===== src/rtl/uart_pkg.sv =====
// Shared UART definitions for the transmit and receive paths.
//   tx_state_t  : transmit frame sequencer states
//   PARITY_EVEN : parity-mode constant, parity bit = ^data
//   PARITY_ODD  : parity-mode constant, parity bit = ~^data
package uart_pkg;

  typedef enum logic [2:0] {
    IDLE,
    START,
    DATA,
    PARITY,
    STOP
  } tx_state_t;

  localparam logic PARITY_EVEN = 1'b0;
  localparam logic PARITY_ODD  = 1'b1;

endpackage


===== src/rtl/uart_baud_gen.sv =====
// Bit-period timer for the UART transmitter.
//   clk      : clock, rising edge
//   rst_n    : asynchronous active-low reset
//   restart  : forces the count back to 0 on the next edge (frame start)
//   bit_tick : one-cycle pulse on the last cycle of every bit period
module uart_baud_gen #(
  parameter int unsigned CLKS_PER_BIT = 16
) (
  input  logic clk,
  input  logic rst_n,
  input  logic restart,
  output logic bit_tick
);

  localparam int unsigned CW = (CLKS_PER_BIT > 1) ? $clog2(CLKS_PER_BIT) : 1;
  localparam logic [CW-1:0] LAST = CW'(CLKS_PER_BIT - 1);

  logic [CW-1:0] cnt_q, cnt_d;

  assign bit_tick = (cnt_q == LAST);

  always_comb begin
    cnt_d = cnt_q + CW'(1);
    if (restart || bit_tick) begin
      cnt_d = '0;
    end
  end

  always_ff @(posedge clk or negedge rst_n) begin
    if (!rst_n) begin
      cnt_q <= '0;
    end else begin
      cnt_q <= cnt_d;
    end
  end

endmodule


===== src/rtl/uart_tx.sv =====
// UART transmit engine: one-deep holding register feeding a frame
// serialiser (start, DATA_BITS LSB first, optional parity, stop bits).
//   clk        : clock, rising edge
//   rst_n      : asynchronous active-low reset
//   Tx_Data    : word to transmit
//   Load_Data  : write strobe, accepted only while Tx_Ready=1
//   BIST_Mode  : blocks new loads and new frame starts
//   Tx_Serial  : registered serial line, idle high
//   Tx_Ready   : holding register empty and BIST_Mode=0
//   Tx_Busy    : frame in progress
//   Tx_Done    : one-cycle pulse after the last stop bit
//   Tx_Overrun : sticky, load attempted while not ready (outside BIST)
module uart_tx
  import uart_pkg::tx_state_t, uart_pkg::IDLE, uart_pkg::START,
         uart_pkg::DATA, uart_pkg::PARITY, uart_pkg::STOP;
#(
  parameter int unsigned DATA_BITS    = 8,
  parameter int unsigned CLKS_PER_BIT = 16,
  parameter int unsigned PARITY_EN    = 1,
  parameter int unsigned PARITY_ODD   = 0,
  parameter int unsigned STOP_BITS    = 1
) (
  input  logic                 clk,
  input  logic                 rst_n,
  input  logic [DATA_BITS-1:0] Tx_Data,
  input  logic                 Load_Data,
  input  logic                 BIST_Mode,
  output logic                 Tx_Serial,
  output logic                 Tx_Ready,
  output logic                 Tx_Busy,
  output logic                 Tx_Done,
  output logic                 Tx_Overrun
);

  localparam int unsigned BW = $clog2(DATA_BITS + 1);
  localparam logic PAR_INV = (PARITY_ODD != 0) ? uart_pkg::PARITY_ODD
                                               : uart_pkg::PARITY_EVEN;

  tx_state_t            state_q, state_d;
  logic [DATA_BITS-1:0] hold_q, hold_d;
  logic                 hold_full_q, hold_full_d;
  logic [DATA_BITS-1:0] shift_q, shift_d;
  logic                 par_q, par_d;
  logic [BW-1:0]        bit_cnt_q, bit_cnt_d;
  logic                 tx_q, tx_d;
  logic                 done_q, done_d;
  logic                 ovr_q, ovr_d;

  logic bit_tick;
  logic restart;
  logic launch;
  logic load_ok;
  logic load_rej;
  logic start_ok;

  uart_baud_gen #(
    .CLKS_PER_BIT(CLKS_PER_BIT)
  ) u_baud (
    .clk     (clk),
    .rst_n   (rst_n),
    .restart (restart),
    .bit_tick(bit_tick)
  );

  assign Tx_Ready = ~hold_full_q & ~BIST_Mode;
  assign load_ok  = Load_Data & Tx_Ready;
  assign load_rej = Load_Data & ~Tx_Ready & ~BIST_Mode;
  assign start_ok = hold_full_q & ~BIST_Mode;

  always_comb begin
    state_d     = state_q;
    hold_d      = hold_q;
    hold_full_d = hold_full_q;
    shift_d     = shift_q;
    par_d       = par_q;
    bit_cnt_d   = bit_cnt_q;
    done_d      = 1'b0;
    ovr_d       = ovr_q;
    launch      = 1'b0;
    restart     = 1'b0;
    tx_d        = 1'b1;

    if (load_ok) begin
      hold_d      = Tx_Data;
      hold_full_d = 1'b1;
      ovr_d       = 1'b0;
    end else if (load_rej) begin
      ovr_d = 1'b1;
    end

    unique case (state_q)
      IDLE: begin
        if (start_ok) launch = 1'b1;
      end
      START: begin
        if (bit_tick) begin
          state_d   = DATA;
          bit_cnt_d = '0;
        end
      end
      DATA: begin
        if (bit_tick) begin
          if (bit_cnt_q == BW'(DATA_BITS - 1)) begin
            state_d   = (PARITY_EN != 0) ? PARITY : STOP;
            bit_cnt_d = '0;
          end else begin
            shift_d   = shift_q >> 1;
            bit_cnt_d = bit_cnt_q + BW'(1);
          end
        end
      end
      PARITY: begin
        if (bit_tick) begin
          state_d   = STOP;
          bit_cnt_d = '0;
        end
      end
      STOP: begin
        if (bit_tick) begin
          if (bit_cnt_q == BW'(STOP_BITS - 1)) begin
            done_d  = 1'b1;
            state_d = IDLE;
            if (start_ok) launch = 1'b1;
          end else begin
            bit_cnt_d = bit_cnt_q + BW'(1);
          end
        end
      end
      default: state_d = IDLE;
    endcase

    // Frame start drains the holding register; parity is captured from the
    // whole word here because the shift register is consumed bit by bit.
    if (launch) begin
      state_d     = START;
      shift_d     = hold_q;
      par_d       = (^hold_q) ^ PAR_INV;
      hold_full_d = 1'b0;
      restart     = 1'b1;
    end

    // Line value is derived from the next state so Tx_Serial can be a flop.
    unique case (state_d)
      START:   tx_d = 1'b0;
      DATA:    tx_d = shift_d[0];
      PARITY:  tx_d = par_d;
      default: tx_d = 1'b1;
    endcase
  end

  always_ff @(posedge clk or negedge rst_n) begin
    if (!rst_n) begin
      state_q     <= IDLE;
      hold_q      <= '0;
      hold_full_q <= 1'b0;
      shift_q     <= '0;
      par_q       <= 1'b0;
      bit_cnt_q   <= '0;
      tx_q        <= 1'b1;
      done_q      <= 1'b0;
      ovr_q       <= 1'b0;
    end else begin
      state_q     <= state_d;
      hold_q      <= hold_d;
      hold_full_q <= hold_full_d;
      shift_q     <= shift_d;
      par_q       <= par_d;
      bit_cnt_q   <= bit_cnt_d;
      tx_q        <= tx_d;
      done_q      <= done_d;
      ovr_q       <= ovr_d;
    end
  end

  assign Tx_Serial  = tx_q;
  assign Tx_Busy    = (state_q != IDLE);
  assign Tx_Done    = done_q;
  assign Tx_Overrun = ovr_q;

endmodule


===== config.mk =====
export PLATFORM = sky130hd
export DESIGN_NAME = uart_tx
export DESIGN_NICKNAME = d
export VERILOG_FILES = /design/src/rtl/uart_pkg.sv /design/src/rtl/uart_baud_gen.sv /design/src/rtl/uart_tx.sv
export SDC_FILE = /design/constraint.sdc
export NUM_CORES = 1
export LEC_CHECK = 0
export ABC_AREA = 1
export CORE_ASPECT_RATIO = 0.5
export CORE_MARGIN = 4
export CORE_UTILIZATION = 45
export DETAILED_ROUTE_END_ITERATION = 7
export MAX_ROUTING_LAYER = met4
export PLACE_DENSITY = 0.64
export SLEW_MARGIN = 30
export SYNTH_ARGS = -nofsm -noshare
export SYNTH_HDL_FRONTEND = slang
export SYNTH_SLANG_ARGS = --single-unit

===== constraint.sdc =====
create_clock -name clk -period 1.7 [get_ports clk]
set_clock_uncertainty 0.15 [all_clocks]
set_input_delay 0.34 -clock clk [delete_from_list [all_inputs] [get_ports clk]]
set_output_delay 0.34 -clock clk [all_outputs]
set_load 0.02 [all_outputs]

==> metrics.cfg, run 1 <==
[global_route]
grt_overflow=0
grt_pass1_vias=1255
antenna_found_initial=0
grt_pass1_wl_um=5457
grt_max_degree=33
track_usage_pct=15.66

[clock_network]
clockBufferDepth=2
worst_skew_pair.late_latency_ns=0.29
htree_levels=2
holdBufCountCts=0
cts_made_buffers=5
cts_tree=done
path_clk_slew_ns=0.07
root_buffer=clkbuf_8
numClockSinks=32

[timing]
slew_headroom_pct=81.07
setup_viol=0
hold_ws_ns=0.2601
fin_crit_sh_pct=95.76
max_freq_ghz=0.6143
fin_crit_ns=1.628
hold_viol_final=0
slew_violations=0
tightest_slew_ns=0.2820

[pwr]
p_seq_share_pct=49.0
p_int_mw=1.256
peakVddDrop_mv=0.5137
powerDensity_nw_per_um2=736.6
p_sw_share_pct=21.17
p_leak_nw=1.041
p_sw_uw=337.4
clkPwrFrac_pct=45.2
total_power_mw=1.593
p_comb_share_pct=5.8

[worst_setup_path]
crit_path_start=u_baud.cnt_q[1]
cp.arrival_ns=1.71
rr_startpoint=u_baud.cnt_q[1]
path_max_fanout=4
setup.worst_path.start_class=flop
cp-end-kind=flop
path_class=reg -> reg
critical_path_required_ns=1.78

[status]
status=complete, no violations

[detailed_routing]
routed_wl_um=3288
dr.first_iter.drc_count=59
num_vias=1364
drc_errors=0
avgViaCountPerCell=4.837
wl_per_cell_um=11.66
ant_nets=0
dr.pass1.iters=4

[cells_and_area]
layout_commonest_cell=nand2_1
seqCellArea_um2=802.0
fill_cells=261
final_util_pct=68.23
nets=248
drive_above_1_share_pct=27.35
multi_input_area_um2=817.0
instances_no_fill=282
n_antenna_cell=0
synthToLayoutAreaGrowth_pct=36.79
final_cell_mix=nand2_1, dfrtp_1, buf_4, nand3_1, inv_1

[placed_design]
place.gp.congestion=0.8379
port_buffers=16
hpwl_um=2245
dp.cells=266

[logic_synthesis]
yosysSeqAreaShare_pct=50.71
synthesis.nets=207
syn-cell-area_um2=1582
synth_top_area_share_pct=49.05
ys_seq_elements=32
synthTopCellsByArea=dfrtp_1, nand2_1, nand3_1
yosys_warnings=0
async_flop_share_pct=100.0
syn_inst=192
synth_top_area_cell=dfrtp_1
synth_edf_count=0
synth_cell_type_count=22
synth_top_flop_cell=dfrtp_1
synth.avg_cell_area_um2=8.237

[floorplan]
num_io_pins=17
coreArea_um2=3171
die_x_um=91.84
rows=14
die_h_um=49.92
start_util_pct=49.88
die_area_um2=4585

[hold_path]
hold_class=in -> async

[job]
max_cap_violations=0

-- layout make-up --
class,count,area share [%]
multi-input combinational,140,37.77
sequential,32,37.07
timing repair buffer,34,13.59
inverter,20,3.817
clock buffer,6,3.355
tap,48,2.776
clock inverter,2,1.619
-- synthesized netlist by cell type (3+ instances only) --
cell type,count
dfrtp_1,31
ha_1,3
inv_1,15
inv_2,5
nand2_1,68
nand2_2,4
nand3_1,23
nor2_1,11
o21ai_0,9
xnor2_1,5
xor2_1,4
-- worst max-delay path, stage by stage (launching register included) --
cell and delay, ns:
dfrtp_1 0.41, ha_4 0.18, nand2_4 0.06, nor2_4 0.15, buf_4 0.13, nand3_1 0.08, nand3_1 0.14, inv_1 0.07
nand2_1 0.06, nand2_1 0.04, nand2_1 0.06, inv_1 0.03
-- timing repair --
action,in CTS,in global routing
resized for setup,7,34
setup endpoints to repair,14,17
pin swaps,0,7
buffers inserted,1,7
-- path summary, 6_finish.rpt --
check,endpoint,slack (ns),depth (start not counted)
worst max-delay path,Tx_Serial,0.07,11
worst min-delay path,bit_cnt_q[3],0.26,2
worst max register to register,Tx_Serial,0.07,11
worst min register to register,shift_q[3],0.34,2
max in group asynchronous,Tx_Serial,0.90,2
min in group clk,shift_q[3],0.34,2
-- state kept, by name, indices dropped and copies added, names as in the netlist --
name,count
hold_q,8
shift_q,8
Tx_Overrun,1
state_q,3
u_baud.cnt_q,4
hold_full_q,1
bit_cnt_q,4
Tx_Done,1
par_q,1
Tx_Serial,1
-- per-layer routing --
| metal | routed length [um] | track usage, % | vias up |
|---|---|---|---|
| met1 | 1565 | 19.19 | 634 |
| met4 | 70 | 5.911 | 0 |
| met2 | 1492 | 23.79 | 27 |
| li1 | - | - | 694 |
| met3 | 159 | 5.775 | 9 |
| met5 | 0 | - | - |
-- kinds of logic after synthesis --
group / after synthesis / synth area share, %
AND/OR/NAND/NOR: 113 / 31.01
flip-flops: 32 / 50.71
buffers and inverters: 20 / 4.747
AO/OA/AOI/OAI: 15 / 6.171
XOR/XNOR: 9 / 4.984
adder cells (fa/ha/maj): 3 / 2.374
-- power groups by stage --
| stage | registers (mW) | clock network [mW] | logic (mW) |
|---|---|---|---|
| floorplan | 0.797 | 0 | 0.0323 |
| global placement | 0.795 | 0 | 0.0938 |
| detailed placement | 0.795 | 0 | 0.0968 |
| CTS | 0.780 | 0.728 | 0.0950 |
| global route | 0.782 | 0.770 | 0.104 |
| finish | 0.780 | 0.720 | 0.0927 |
-- stage by stage --
stage | setup slack (ns) | cell area [um^2] | TNS, ns
finish | 0.07211 | 2163 | 0
global route | -0.01919 | 2163 | -0.06610
CTS | 0.001621 | 2002 | 0
detailed placement | -0.2813 | 1889 | -3.038
global placement | -0.2583 | 1889 | -2.617
floorplan | 0.1942 | 1582 | 0
No activity file was read; power rests on OpenSTA's default activity.
==> inputs of run 2 (changes only) <==
Settings changed: CTS_CLUSTER_DIAMETER set to 80.
==> results of run 2 <==
Final layout, timing and power as in run 1 (identical DEF).
